<file path="src/rtl/bnn_seq_neuron_if.sv">
// Stream, threshold-programming and result signals of the sequential BNN neuron.
// Optional acc_out field is present only when BNN_ACC_OUT_EN is defined.
interface bnn_seq_neuron_if #(
    parameter int unsigned IN_W  = 8,
    parameter int unsigned BEATS = 4
);
    localparam int unsigned ACC_W = $clog2(IN_W * BEATS + 1);

    logic             ena;
    logic             in_valid;
    logic             in_ready;
    logic [IN_W-1:0]  in_data;
    logic [IN_W-1:0]  in_weight;
    logic             thr_we;
    logic [ACC_W-1:0] thr_in;
    logic             out_valid;
    logic             out_ready;
    logic             o_neuron;
    logic             busy;
`ifdef BNN_ACC_OUT_EN
    logic [ACC_W-1:0] acc_out;

    modport master (
        output ena, in_valid, in_data, in_weight, thr_we, thr_in, out_ready,
        input  in_ready, out_valid, o_neuron, busy, acc_out
    );
    modport slave (
        input  ena, in_valid, in_data, in_weight, thr_we, thr_in, out_ready,
        output in_ready, out_valid, o_neuron, busy, acc_out
    );
`else
    modport master (
        output ena, in_valid, in_data, in_weight, thr_we, thr_in, out_ready,
        input  in_ready, out_valid, o_neuron, busy
    );
    modport slave (
        input  ena, in_valid, in_data, in_weight, thr_we, thr_in, out_ready,
        output in_ready, out_valid, o_neuron, busy
    );
`endif
endinterface

</file>
<file path="src/rtl/bnn_seq_neuron.sv">
// Multi-beat XNOR-popcount binary neuron with programmable threshold.
// Define BNN_ACC_OUT_EN to also export the final window popcount on acc_out.
module bnn_seq_neuron #(
    parameter int unsigned IN_W        = 8,
    parameter int unsigned BEATS       = 4,
    parameter int unsigned THR_DEFAULT = (IN_W * BEATS + 1) / 2
) (
    input  logic             clk,
    input  logic             rst_n,
    bnn_seq_neuron_if.slave  bus
);
    localparam int unsigned ACC_W = $clog2(IN_W * BEATS + 1);
    localparam int unsigned CNT_W = (BEATS > 1) ? $clog2(BEATS) : 1;
    localparam int unsigned PC_W  = $clog2(IN_W + 1);
    localparam logic [CNT_W-1:0] LAST_BEAT = CNT_W'(BEATS - 1);

    typedef enum logic {ST_ACC, ST_OUT} state_t;

    state_t           r_state, w_state_nxt;
    logic [ACC_W-1:0] r_acc, w_acc_nxt;
    logic [CNT_W-1:0] r_cnt, w_cnt_nxt;
    logic             r_out_valid, w_out_valid_nxt;
    logic             r_neuron, w_neuron_nxt;
    logic [ACC_W-1:0] r_thr;
    logic [IN_W-1:0]  w_xnor;
    logic [PC_W-1:0]  w_pc;
    logic [ACC_W-1:0] w_sum;
    logic             w_in_ready;
    logic             w_accept;
`ifdef BNN_ACC_OUT_EN
    logic [ACC_W-1:0] r_acc_out, w_acc_out_nxt;
`endif

    // Per-beat agreement count between activations and weights.
    always_comb begin
        w_xnor = ~(bus.in_data ^ bus.in_weight);
        w_pc   = '0;
        for (int i = 0; i < IN_W; i++) begin
            w_pc = w_pc + PC_W'(w_xnor[i]);
        end
    end

    assign w_sum      = r_acc + ACC_W'(w_pc);
    assign w_in_ready = bus.ena & (r_state == ST_ACC);
    assign w_accept   = bus.in_valid & w_in_ready;

    always_ff @(posedge clk or negedge rst_n) begin
        if (!rst_n) r_state <= ST_ACC;
        else        r_state <= w_state_nxt;
    end

    always_comb begin
        w_state_nxt     = r_state;
        w_acc_nxt       = r_acc;
        w_cnt_nxt       = r_cnt;
        w_out_valid_nxt = r_out_valid;
        w_neuron_nxt    = r_neuron;
`ifdef BNN_ACC_OUT_EN
        w_acc_out_nxt   = r_acc_out;
`endif
        case (r_state)
            ST_ACC: begin
                if (w_accept) begin
                    if (r_cnt == LAST_BEAT) begin
                        // Threshold sampled pre-edge: a same-cycle write affects the next window only.
                        w_neuron_nxt    = (w_sum >= r_thr);
                        w_out_valid_nxt = 1'b1;
                        w_acc_nxt       = '0;
                        w_cnt_nxt       = '0;
                        w_state_nxt     = ST_OUT;
`ifdef BNN_ACC_OUT_EN
                        w_acc_out_nxt   = w_sum;
`endif
                    end else begin
                        w_acc_nxt = w_sum;
                        w_cnt_nxt = r_cnt + CNT_W'(1);
                    end
                end
            end
            ST_OUT: begin
                if (r_out_valid & bus.out_ready & bus.ena) begin
                    w_out_valid_nxt = 1'b0;
                    w_state_nxt     = ST_ACC;
                end
            end
        endcase
    end

    always_ff @(posedge clk or negedge rst_n) begin
        if (!rst_n) begin
            r_acc       <= '0;
            r_cnt       <= '0;
            r_out_valid <= 1'b0;
            r_neuron    <= 1'b0;
        end else begin
            r_acc       <= w_acc_nxt;
            r_cnt       <= w_cnt_nxt;
            r_out_valid <= w_out_valid_nxt;
            r_neuron    <= w_neuron_nxt;
        end
    end

`ifdef BNN_ACC_OUT_EN
    always_ff @(posedge clk or negedge rst_n) begin
        if (!rst_n) r_acc_out <= '0;
        else        r_acc_out <= w_acc_out_nxt;
    end

    assign bus.acc_out = r_acc_out;
`endif

    // Threshold writes bypass ena and the FSM.
    always_ff @(posedge clk or negedge rst_n) begin
        if (!rst_n)          r_thr <= ACC_W'(THR_DEFAULT);
        else if (bus.thr_we) r_thr <= bus.thr_in;
    end

    assign bus.in_ready  = w_in_ready;
    assign bus.out_valid = r_out_valid;
    assign bus.o_neuron  = r_neuron;
    assign bus.busy      = (r_state == ST_ACC) & (r_cnt != '0);
endmodule

</file>
<file path="src/flat_wrapper.sv">
// flat-port wrapper written by rule: the top's interface ports become plain ports
module bnn_seq_neuron_flat 
#(
    parameter int unsigned IN_W        = 8,
    parameter int unsigned BEATS       = 4,
    parameter int unsigned THR_DEFAULT = (IN_W * BEATS + 1) / 2
)
  (clk, rst_n, bus_ena, bus_in_valid, bus_in_data, bus_in_weight, bus_thr_we, bus_thr_in, bus_out_ready, bus_in_ready, bus_out_valid, bus_o_neuron, bus_busy);
  bnn_seq_neuron_if #(.IN_W(IN_W), .BEATS(BEATS)) bus_i ();
  input  logic clk;
  input  logic rst_n;
  input wire logic [$bits(bus_i.ena)-1:0] bus_ena;
  input wire logic [$bits(bus_i.in_valid)-1:0] bus_in_valid;
  input wire logic [$bits(bus_i.in_data)-1:0] bus_in_data;
  input wire logic [$bits(bus_i.in_weight)-1:0] bus_in_weight;
  input wire logic [$bits(bus_i.thr_we)-1:0] bus_thr_we;
  input wire logic [$bits(bus_i.thr_in)-1:0] bus_thr_in;
  input wire logic [$bits(bus_i.out_ready)-1:0] bus_out_ready;
  output wire logic [$bits(bus_i.in_ready)-1:0] bus_in_ready;
  output wire logic [$bits(bus_i.out_valid)-1:0] bus_out_valid;
  output wire logic [$bits(bus_i.o_neuron)-1:0] bus_o_neuron;
  output wire logic [$bits(bus_i.busy)-1:0] bus_busy;
  assign bus_i.ena = bus_ena;
  assign bus_i.in_valid = bus_in_valid;
  assign bus_i.in_data = bus_in_data;
  assign bus_i.in_weight = bus_in_weight;
  assign bus_i.thr_we = bus_thr_we;
  assign bus_i.thr_in = bus_thr_in;
  assign bus_i.out_ready = bus_out_ready;
  assign bus_in_ready = bus_i.in_ready;
  assign bus_out_valid = bus_i.out_valid;
  assign bus_o_neuron = bus_i.o_neuron;
  assign bus_busy = bus_i.busy;
  bnn_seq_neuron #(.IN_W(IN_W), .BEATS(BEATS), .THR_DEFAULT(THR_DEFAULT)) u_core (.clk(clk), .rst_n(rst_n), .bus(bus_i));
endmodule
</file>
<file path="config.mk">
export PLATFORM = sky130hd
export DESIGN_NAME = bnn_seq_neuron_flat
export DESIGN_NICKNAME = d
export VERILOG_FILES = /design/src/rtl/bnn_seq_neuron_if.sv /design/src/rtl/bnn_seq_neuron.sv /design/src/flat_wrapper.sv
export SDC_FILE = /design/constraint.sdc
export NUM_CORES = 1
export LEC_CHECK = 0
export CAP_MARGIN = 20
export CORE_MARGIN = 2
export CORE_UTILIZATION = 49
export CTS_CLUSTER_DIAMETER = 50
export DETAILED_ROUTE_END_ITERATION = 8
export GPL_TIMING_DRIVEN = 0
export PLACE_DENSITY = 0.8
export SLEW_MARGIN = 20
export SYNTH_ARGS = -nofsm -noshare
export SYNTH_HDL_FRONTEND = slang
export SYNTH_SLANG_ARGS = --single-unit
</file>
<file path="constraint.sdc">
create_clock -name clk -period 3.5 [get_ports clk]
set_input_delay 1.05 -clock clk [delete_from_list [all_inputs] [get_ports clk]]
set_output_delay 1.05 -clock clk [all_outputs]
set_load 0.02 [all_outputs]
</file>
==> metrics.md <==
| Metric | Value |
|---|---|
| Status | complete, but fails checks |
| Failing checks | negative setup slack |
| CP startpoint kind | input port |
| Layout cell share with drive strength beyond 1 | 0.213 |
| CP max FO | 2 |
| Slew Limit Fails | 0 |
| TritonCTS clock tree | yes |
| Drt wl/cell | between 10 and 15 microns |
| Worst setup EP type | flop |
| Syn. warnings | 0 |
| Port bufs | 31 |
| Worst-Margin Slew | 773 ps |
| WS Path Type | input port to flop |
| EDFF count, synth | 0 |
| Max-cap violations | 0 |
| Initial antenna violation count | 0 |
| Worst hold path startpoint | u_core.r_acc[2] |
| RSZ-0062 raised after global routing | true |
| Fmax achieved | 197 MHz |
| Die height | 55.1 microns |
| Die width | 55.1 microns |
| Rel. slew slack | 0.483 |
| Largest net degree at the start of global routing | 18 |
| Clk sinks | 17 |
| Top post-synthesis cells by area | dfrtp_1 (31%), ha_1 (15%), fa_1 (7.8%) |
| H-tree levels | 1 |
| Clk buf depth | 2 |
| Starting density of the core | 0.517 |
| Total iterations of the first detailed-routing run | 4 |
| Inst Count DP | about 200 |
| Fin. Hold Viols | 0 |
| Number of distinct library cells after synthesis | 30 |
| Asr flop ratio synth | 1.00 |
| Critical path required time | 3700 ps |
| Residual DRC count | 0 |
| Final setup fails | 6 |
| Top_reg_cell synth | dfrtp_1 |
| Peak VDD IR | 0.567 mV |
| Tcrit/Tclk final | 1.45 |
| Vias in the first global route | between 1000 and 1500 |
| Most common cell in the netlist | inv_1 |
| Fillers | ~190 |
| Multi-input gate area | between 800 and 900 sq um |
| Via count | between 1000 and 1500 |
| Antenna cell count | 0 |
| Core ar. | 2480 sq um |
| Fin cells | ~200 |
| Leakage | 0.864 nW |
| CTS Root Cell | clkbuf_4 |
| Clock Pin Slew Worst Setup and Hold Paths | about 100 ps |
| GRT Util Overall | 0.199 |
| GP Congestion | approximately 0.77 |
| Worst r2r path cells | 11 |
| Synth-to-Final Area Change | 39.6% |
| Register area share after synthesis | 0.333 |
| Die area | 3040 sq um |
| First-pass GRT wire length | 4180 microns |
| Final WL | 3050 microns |
| Total power | around 1.4 mW |
| Post-Syn Nets | 182 |
| WP data arrival | approximately 5300 ps |
| CTS Buf Count | 3 |
| Pwr dens | 805 nW/um^2 |
| WHS Endpoint | u_core.r_acc[2] |
| Initial drt markers | 14 |
| Worst R2R Start | u_core.r_acc[0] |
| Final #Nets | 223 |
| Max Clock Skew | ~9.5 ps |
| Worst reg2reg path endpoint | u_core.bus.o_neuron |
| Congestion Overflow GR | 0 |
| Sum Neg Setup Slack | -5750 ps |
| Reg2Reg Setup Slack | 920 ps |
| Syn Inst Count | between 100 and 150 |
| Reg area | 427 sq um |
| Synthesized area | around 1300 sq um |
| Row count | 18 |
| Hold Path Stages | 2 |
| Final WS setup | -1570 ps |
| HPWL after DPL | around 2100 microns |
| Clock latency at the later pin of the worst-skew pair | 310 ps |
| Synth top area share | 0.313 |
| Synth top cells by count | inv_1 (20), nand2_1 (17), dfrtp_1 (16) |
| Io pins | 32 |
| Avg Inst Size Synth | 9.55 sq um |
| Hold WC Path Type | flop to flop |
| Post-DRT Antenna Nets | 0 |
| Vias/cell | 5.37 |
| Minimum clock period | about 5000 ps |
| Synth area leader | dfrtp_1 |
| Post-synthesis register bit count | 17 |
[layer usage]
layer,up-vias,GRT usage,share of wire
met1,532,0.195,0.39
met2,31,0.391,0.54
met4,0,0.0894,0.035
li1,522,-,-
met3,11,0.0457,0.043
met5,-,0,0
[final cells by class]
| class | instances | share of cell area |
|---|---|---|
| Clock buffer | 4 | 0.0147 |
| Tap cell | 30 | 0.0210 |
| Multi-Input combinational cell | 95 | 0.482 |
| Timing Repair Buffer | 36 | 0.195 |
| Sequential cell | 17 | 0.239 |
| Buffer | 1 | 0.00210 |
| Inverter | 21 | 0.0469 |
[where the power goes]
| group | internal, mW | switching, mW |
|---|---|---|
| registers | 0.255 | 0.0429 |
| clock network | 0.0446 | 0.0699 |
| logic | 0.498 | 0.528 |
[placed cells by master (no fill, tap or decap), types with 2 or more instances in the layout]
cell             count
o21ai_1              3
xnor2_1              4
fa_2                 3
a31oi_1              2
nand3_1              3
clkbuf_1             2
nor2_1               6
dlygate4sd2_1        4
xor2_1               6
ha_1                14
nor2b_1              2
clkdlybuf4s50_1     23
fa_1                 2
a21oi_1              2
nand2_1             17
xnor2_2              3
clkbuf_4             3
a21o_1               2
dfrtp_1             16
buf_4                5
inv_1               16
buf_6                4
inv_2                4
o21ai_0              8
[cell families (layout without fill, tap and decap cells)]
group,count (synthesis),count (layout),share of synthesized area
AOI/OAI and AO/OA,24,24,0.119
and+or+nand+nor,35,35,0.137
adders and majority gates,20,20,0.225
muxes,3,3,0.0283
DFF,17,17,0.333
xor gates and xnor gates,13,13,0.0890
buffers and inverters,22,62,0.0684
[worst max-delay path, cell delays in order]
cell and delay (ps):
buf_6 100, xnor2_2 120, ha_1 290, inv_2 40
fa_1 450, fa_1 500, inv_1 50, fa_2 350
inv_2 90, fa_2 460, fa_2 370, nand2b_4 170
a21oi_4 160, xor2_1 200, ha_1 270, a21o_1 160
a21oi_1 100, o21ai_1 80, mux2_4 270
[worst max-delay path by stage]
stage,from,end,slack [ps]
6_report,bus_in_data[1],u_core.bus.o_neuron,-1570
3_3_place_gp,bus_in_weight[1],u_core.bus.o_neuron,-2110
4_1_cts,bus_in_data[1],u_core.bus.o_neuron,-1600
2_1_floorplan,bus_in_data[1],u_core.bus.o_neuron,-1510
5_1_grt,bus_in_data[1],u_core.bus.o_neuron,-1700
3_5_place_dp,bus_in_data[1],u_core.bus.o_neuron,-2160
[sequential cells by signal, summed over array words and instances (netlist names)]
name	cells
u_core.r_acc	6
u_core.r_thr	6
u_core.r_cnt	2
u_core.bus.o_neuron	1
u_core.bus.out_valid	1
u_core.r_state	1
[per-stage QoR]
stage               cell area, sq um  hold slack (ps)  setup slack (ps)  utilization
floorplan                       1310              454             -1510            -
global placement                1660              467             -2110        0.669
detailed placement              1660              480             -2160        0.669
CTS                             1720              503             -1600        0.694
global route                    1790              548             -1700        0.721
finish                          1790              511             -1570        0.721
[timing repair]
item / in CTS / in global routing
pin swaps: 16 / 14
hold buffers: 0 / 0
endpoints found under the hold margin: 0 / 0
endpoints found under the setup margin: 7 / 7
gates cloned: 0 / 0
buffers inserted: 3 / 2
gates resized for setup: 24 / 9
No activity file was read; power rests on OpenSTA's default activity.
